<file path="config.mk">
export PLATFORM = sky130hd
export DESIGN_NAME = dram_refresh_timer
export DESIGN_NICKNAME = d
export VERILOG_FILES = /design/src/rtl/dram_pkg.sv /design/src/rtl/dram_refresh_timer.sv
export SDC_FILE = /design/constraint.sdc
export NUM_CORES = 1
export LEC_CHECK = 0
export CAP_MARGIN = 25
export CORE_AREA = 2 2 39 41
export DETAILED_ROUTE_END_ITERATION = 10
export DIE_AREA = 0 0 41 43
export PLACE_DENSITY = 0.47
export SLEW_MARGIN = 20
export SYNTH_ARGS = -nofsm -noshare
export SYNTH_HDL_FRONTEND = slang
export SYNTH_SLANG_ARGS = --single-unit
</file>
<file path="constraint.sdc">
create_clock -name clk -period 4.5 [get_ports clk]
set_input_delay 0.675 -clock clk [delete_from_list [all_inputs] [get_ports clk]]
set_output_delay 0.675 -clock clk [all_outputs]
set_load 0.01 [all_outputs]
</file>
<file path="src/rtl/dram_pkg.sv">
// Shared command/error encodings, refresh FSM states and width helpers
// for the DRAM device model.
package dram_pkg;

    localparam logic [2:0] CMD_NOP = 3'b111;
    localparam logic [2:0] CMD_PRE = 3'b010;
    localparam logic [2:0] CMD_ACT = 3'b011;
    localparam logic [2:0] CMD_WR  = 3'b100;
    localparam logic [2:0] CMD_RD  = 3'b101;
    localparam logic [2:0] CMD_REF = 3'b000;

    localparam logic [2:0] ERR_NONE           = 3'd0;
    localparam logic [2:0] ERR_ACT_OPEN       = 3'd1;
    localparam logic [2:0] ERR_ACCESS_CLOSED  = 3'd2;
    localparam logic [2:0] ERR_REF_OPEN       = 3'd3;
    localparam logic [2:0] ERR_CMD_DURING_REF = 3'd4;
    localparam logic [2:0] ERR_ILLEGAL        = 3'd5;

    typedef enum logic [1:0] {
        R_IDLE = 2'd0,
        R_BUSY = 2'd1,
        R_DONE = 2'd2
    } ref_state_e;

    function automatic int column_width(input int columns, input int data_width);
        return $clog2(columns / data_width);
    endfunction

    function automatic int row_width(input int rows);
        return $clog2(rows);
    endfunction

    function automatic int bank_width(input int banks);
        return $clog2(banks);
    endfunction

    function automatic int addr_width(input int row_w, input int col_w);
        return (row_w > col_w) ? row_w : col_w;
    endfunction

endpackage

</file>
<file path="src/rtl/dram_refresh_timer.sv">
// Refresh sequencer: IDLE -> BUSY (count down) -> DONE (one-cycle pulse).
// Everything holds while clk_en is low, so a pending pulse is only delayed.
module dram_refresh_timer
    import dram_pkg::*;
#(
    parameter int REFRESH_CYCLES = 4
) (
    input  logic       clk,
    input  logic       rst_n,
    input  logic       clk_en,
    input  logic       ref_cmd,
    input  logic       other_cmd,
    input  logic       all_closed,
    output logic       done,
    output logic       busy,
    output logic       busy_viol,
    output ref_state_e state
);
    localparam int             CNT_W    = $clog2(REFRESH_CYCLES + 1);
    localparam logic [CNT_W-1:0] CNT_INIT = CNT_W'(REFRESH_CYCLES - 1);

    ref_state_e       state_q, state_d;
    logic [CNT_W-1:0] cnt_q, cnt_d;

    always_ff @(posedge clk or negedge rst_n) begin
        if (!rst_n) begin
            state_q <= R_IDLE;
            cnt_q   <= '0;
        end else if (clk_en) begin
            state_q <= state_d;
            cnt_q   <= cnt_d;
        end
    end

    // Once started the count runs every enabled cycle; stray commands are
    // flagged by the top but never stall or restart it.
    always_comb begin
        state_d = state_q;
        cnt_d   = cnt_q;
        case (state_q)
            R_IDLE: begin
                if (ref_cmd && all_closed) begin
                    state_d = R_BUSY;
                    cnt_d   = CNT_INIT;
                end
            end
            R_BUSY: begin
                if (cnt_q == '0) state_d = R_DONE;
                else             cnt_d   = cnt_q - 1'b1;
            end
            R_DONE:  state_d = R_IDLE;
            default: state_d = R_IDLE;
        endcase
    end

    assign done      = (state_q == R_DONE);
    assign busy      = (state_q == R_BUSY);
    assign busy_viol = busy & other_cmd;
    assign state     = state_q;

endmodule

</file>
# Yosys cells after proc, flatten, opt, wreduce, memory -nomap -nowiden
# Cells that the tools add are included.
dict set report classes {
  addsub 1
  mux 6
  bitwise_logic 1
  n_eq_ne 5
  reduce_logical 6
}
# cell n
set ops {}
lappend ops {{3-bit 2-to-1 mux} 2}
lappend ops {{3-bit case mux with 2 select lines} 1}
lappend ops {{2-bit 2-to-1 mux} 2}
lappend ops {{2-bit inequality test, second input constant} 2}
lappend ops {{2-bit case mux with 2 select lines} 1}
lappend ops {{4-bit AND reduction} 1}
lappend ops {{3-bit logical NOT} 1}
lappend ops {{3-bit AND reduction} 1}
lappend ops {{3-bit by 1-bit subtractor with 3-bit output, second input constant} 1}
lappend ops {{2-bit by 1-bit equality test with 1-bit output, second input constant} 1}
lappend ops {{2-bit equality test, second input constant} 1}
lappend ops {{2-bit logical NOT} 1}
lappend ops {{2-bit by 1-bit inequality test with 1-bit output, second input constant} 1}
lappend ops {{2-bit nonzero test} 1}
lappend ops {{1-bit bitwise AND} 1}
lappend ops {{1-bit logical AND} 1}
dict set report word_totals {
  output_inout_bits 5
  wordCells 21
  register_bits 5
  in_bits 6
}

# Logic depth before layout (Yosys ltp)
dict set report depth {
  word_depth 3
  mapped_depth 6
  mapped_depth_nobuf 6
}

# Worst setup path after synthesis
# OpenSTA, ideal clock, no wires.
dict set report synth_timing {
  kind {register to output}
  start {register state_q[0], in the netlist state[0]}
  end {output busy_viol}
  required_ns 3.825
  stages_incl_launch_ff 3
  t_arrival_ns 0.879
  n_path_buf 0
  slack_ns 2.946
  path_cell_list {dfrtp_1 and2b_2 and2_1}
}
dict set report synth_via {
  elab_chain_cells 2
}
# element line_no
set synth_rtl {}
lappend synth_rtl {{from (decl)} dram_refresh_timer.sv:22} ;# ref_state_e state_q, state_d;
lappend synth_rtl {{from (signal assigned)} dram_refresh_timer.sv:30} ;# state_q <= state_d;
lappend synth_rtl {{2-bit by 1-bit equality test with 1-bit output} dram_refresh_timer.sv:57} ;# assign busy = (state_q == R_BUSY);
lappend synth_rtl {{named net busy} dram_refresh_timer.sv:15} ;# output logic busy,
lappend synth_rtl {{1-bit bitwise AND} dram_refresh_timer.sv:58} ;# assign busy_viol = busy & other_cmd;
lappend synth_rtl {{to (decl)} dram_refresh_timer.sv:16} ;# output logic busy_viol,
# The timed path passes the listed nets, and every way through them passes these cells.

# Worst setup path after layout
dict set report layout_timing {
  start {input other_cmd}
  end {output busy_viol}
}
dict set report layout_via {
  elab_chain_cells 1
}
# element line_no
set layout_rtl {}
lappend layout_rtl {{from (decl)} dram_refresh_timer.sv:12} ;# input logic other_cmd,
lappend layout_rtl {{1-bit bitwise AND} dram_refresh_timer.sv:58}
# Every way passes these cells.

==> impl.org <==
** CTS
- CTS resizes :: 0
- Clock tree from TritonCTS :: yes
- For the worst-skew pair, the clock arrives at the later sink with an insertion delay of 0.24 ns.
- Largest buffer count on any clock path :: 2
- For this design, the sink count on the clock tree is 5.
- In this run the number of H-tree levels came out at 1.
- Buffers inserted to repair hold after CTS numbered 0.
- In this run the clock root is driven by a clkbuf_4.
- TritonCTS created 3 clock buffers.
- Clock transition at the register clock pins on the worst setup and hold paths after CTS :: 0.04 ns
- Post-CTS setup-driven buffer insertion count :: 0

** Timing
- The count of endpoints failing hold in the final timing report came to 0.
- Total of endpoints with negative setup slack in the final report :: 0
- Accumulated negative setup slack :: 0 ns
- Clock period minus worst slack :: between 2 and 2.5 ns
- Unrepaired setup endpoints after global routing :: no
- Smallest hold slack :: 0.497 ns
- For the pin with the worst max-slew slack, the measured transition is 0.236 ns.
- Max-slew headroom at the worst pin :: roughly 84%
- Final cycle utilization of the critical path :: 54.0%
- Top achievable clock speed :: around 410 MHz
- Skew final :: 0.00211 ns
- The max-slew violation count is 0.

** Worst setup path
- In this run the worst setup path begins at other_cmd.
- Peak fanout along the critical path :: 1
- Required time of the critical path :: 3.83 ns
- STA classifies the critical path startpoint as an input port.
- STA puts the critical path data arrival time at between 1.5 and 2 ns.
- Worst flop-to-flop path startpoint :: cnt_q[0]$_DFFE_PN0P_
- Worst setup slack for register-to-register paths :: around 2.9 ns
- Counting stages on the worst path, the most repeated cell is clkdlybuf4s50_1.
- Register-to-Register Path Depth :: 6
- CP Class :: in2out
- Slowest stage cell on the critical path :: clkdlybuf4s50_1
- Kind of end point of the critical path :: output port
- Maximum cell stage delay along the critical path :: about 0.53 ns
- The worst register-to-register path ends at cnt_q[1]$_DFFE_PN0P_.
- CP cell instances :: clkdlybuf4s50_1 -> and2_1 -> clkdlybuf4s50_1
- The critical path ends at busy_viol.

** Yosys
- In the post-synthesis netlist, the cell with the most instances is dfrtp_1.
- The share of synthesized area in the top cell type comes to 39.7%.
- Mapped Cells :: 28
- Area leader, netlist :: dfrtp_1
- Leading post-synthesis cells by instance count :: dfrtp_1 (5), inv_1 (4), nand2_1 (3)
- In the synthesized netlist the async set-or-reset flop fraction comes to 100%.
- Synth area leaders :: dfrtp_1 (40%), ha_1 (7.9%), nand3b_4 (6.3%)
- When the netlist entered floorplanning its net count stood at 36.
- The synthesized netlist contains 16 unique library cells.
- Yosys printed 0 warnings.
- Seq/Total Area, Yosys :: 39.7%
- Dividing the synthesized area by the synthesized cell count gives between 10 and 15 sq um.
- Number of flops mapped to enable cells by yosys :: 0
- After synthesis the cells add up to 315 sq um.
- In this run, synthesis produced a sequential element count of 5.
- For this run, the leading register cell type out of synthesis is dfrtp_1.

** Pwr
- Total power per unit cell area :: 485 nW/um^2
- Power comes to 224 uW.
- Peak supply drop :: 0.175 mV
- Standby leakage power :: 0.215 nW

** Layout
- 0 antenna diodes ended up in the layout.
- At the end of the flow the core is filled with cells to between 30% and 40%.
- Cells with a size suffix above 1 make up 23.8% of the layout.
- Post-route cell area :: roughly 460 sq um
- The area growth from synthesis to layout is 46.4%.
- In the final design database the tool counted 51 nets.

** Placed design
- Input and output buffers added on the ports amount to 10.
- Gp weighted congestion :: 0.672
- Post-DP Area :: 435 sq um
- Detailed placement ended at an HPWL of 436 um.

** Floorplanning
- Height of the chip :: 43 um
- Row cnt :: 14
- The core region is 1380 sq um.
- The initial utilization of the core area, before any placement, comes to 22.8%.
- Die Span X :: 41 um
- Die footprint :: 1760 sq um
- During I/O placement, the number of pins put on the boundary was 11.

** Route
- For this block, the initial DRC count from the detailed router was 6.
- Final routed wirelength across all metal layers :: 520 um
- Using the TritonRoute via totals, the vias-per-cell ratio works out to 4.02.
- In the routed design, unresolved DRC markers number 0.
- First-pass iteration count of the detailed router :: 4
- Per-cell routed wire length :: 8.97 um
- Total number of vias :: between 200 and 250
- Antenna violation net count after detailed routing :: 0

** Min path
- Along the worst hold path, the cell count comes to 1.
- Class of the tightest hold or removal check :: reg2reg

** Global route
- Across every metal layer, demand over resource in global routing totals 8.30%.
- Entering global routing, the biggest net connects 8 pins.
- The first global-routing pass estimated approximately 930 um of wire.
- For this run the aggregate overflow at the end of global routing stands at 0.
- Number of antenna violations at the first check in global routing :: 0
- The via count of the first global-routing pass is 238.

** Outcome
- Status :: finished clean

** Run
- # Max-Cap Violations :: 0
layout by cell type, fill, tap and decap left out:
cell             instances
nand2b_1                 2
mux2i_1                  1
nand2_1                  3
ha_1                     2
and2b_2                  2
clkbuf_4                 3
nand3b_4                 1
a21oi_4                  1
clkbuf_1                 1
inv_1                    4
and2_1                   1
clkdlybuf4s50_1         10
or3_1                    1
mux2_4                   1
dfrtp_1                  5
o21a_1                   1
a21o_2                   1
o21ai_0                  1
nand2b_4                 1
critical path, delay by kind of cell:
family,cells,cell delay (ns)
buffers and inverters,2,0.97
AND/OR/NAND/NOR,1,0.11
routing by layer:
layer / vias up / global-route usage (%) / share of wire, %
met3: 0 / 1.57 / 7.7
met1: 104 / 9.57 / 45
met5: - / 0 / 0
met2: 11 / 10.9 / 47
met4: 0 / 10.0 / 0
li1: 118 / - / -
layout make-up:
type	instances	area (sq um)
Inverter	4	15.0
Clock buffer	4	26.3
Timing Repair Buffer	10	100
Multi-Input combinational cell	19	175
Sequential cell	5	125
Fill cell	139	922
Tap cell	16	20.0
logic make-up after synthesis:
family,Yosys count,share of synthesized area [%]
AOI/OAI and AO/OA,4,11.9
adders and majority gates,2,7.94
buffers and inverters,4,4.76
DFF,5,39.7
muxes,2,7.94
and+or+nand+nor,11,27.8
sequential cells by signal, summed over array words and instances, names as in the netlist:
register	count
state	2
cnt_q	3
worst min path at each step:
stage                              start              endpoint  slack, ns
detailed placement  cnt_q[0]$_DFFE_PN0P_  cnt_q[0]$_DFFE_PN0P_       0.50
floorplan                          rst_n  cnt_q[0]$_DFFE_PN0P_       0.38
finish              cnt_q[0]$_DFFE_PN0P_  cnt_q[0]$_DFFE_PN0P_       0.50
global placement    cnt_q[0]$_DFFE_PN0P_  cnt_q[0]$_DFFE_PN0P_       0.48
global route        cnt_q[0]$_DFFE_PN0P_  cnt_q[0]$_DFFE_PN0P_       0.52
CTS                 cnt_q[0]$_DFFE_PN0P_  cnt_q[0]$_DFFE_PN0P_       0.51
metrics by stage:
stage                     std cells  worst slack (ns)
after floorplan                  28              2.95
after global placement           54              2.07
after detailed placement         54              2.07
after CTS                        58              2.07
after global routing             58              2.04
final                            58              2.07
report_power, final:
part / internal [mW] / switching, mW / total [mW]
Combinational: 0.0605 / 0.0409 / 0.101
Clock: 0.0334 / 0.0169 / 0.0504
Sequential: 0.0608 / 0.0116 / 0.0723
(Power assumes the default switching activity.)
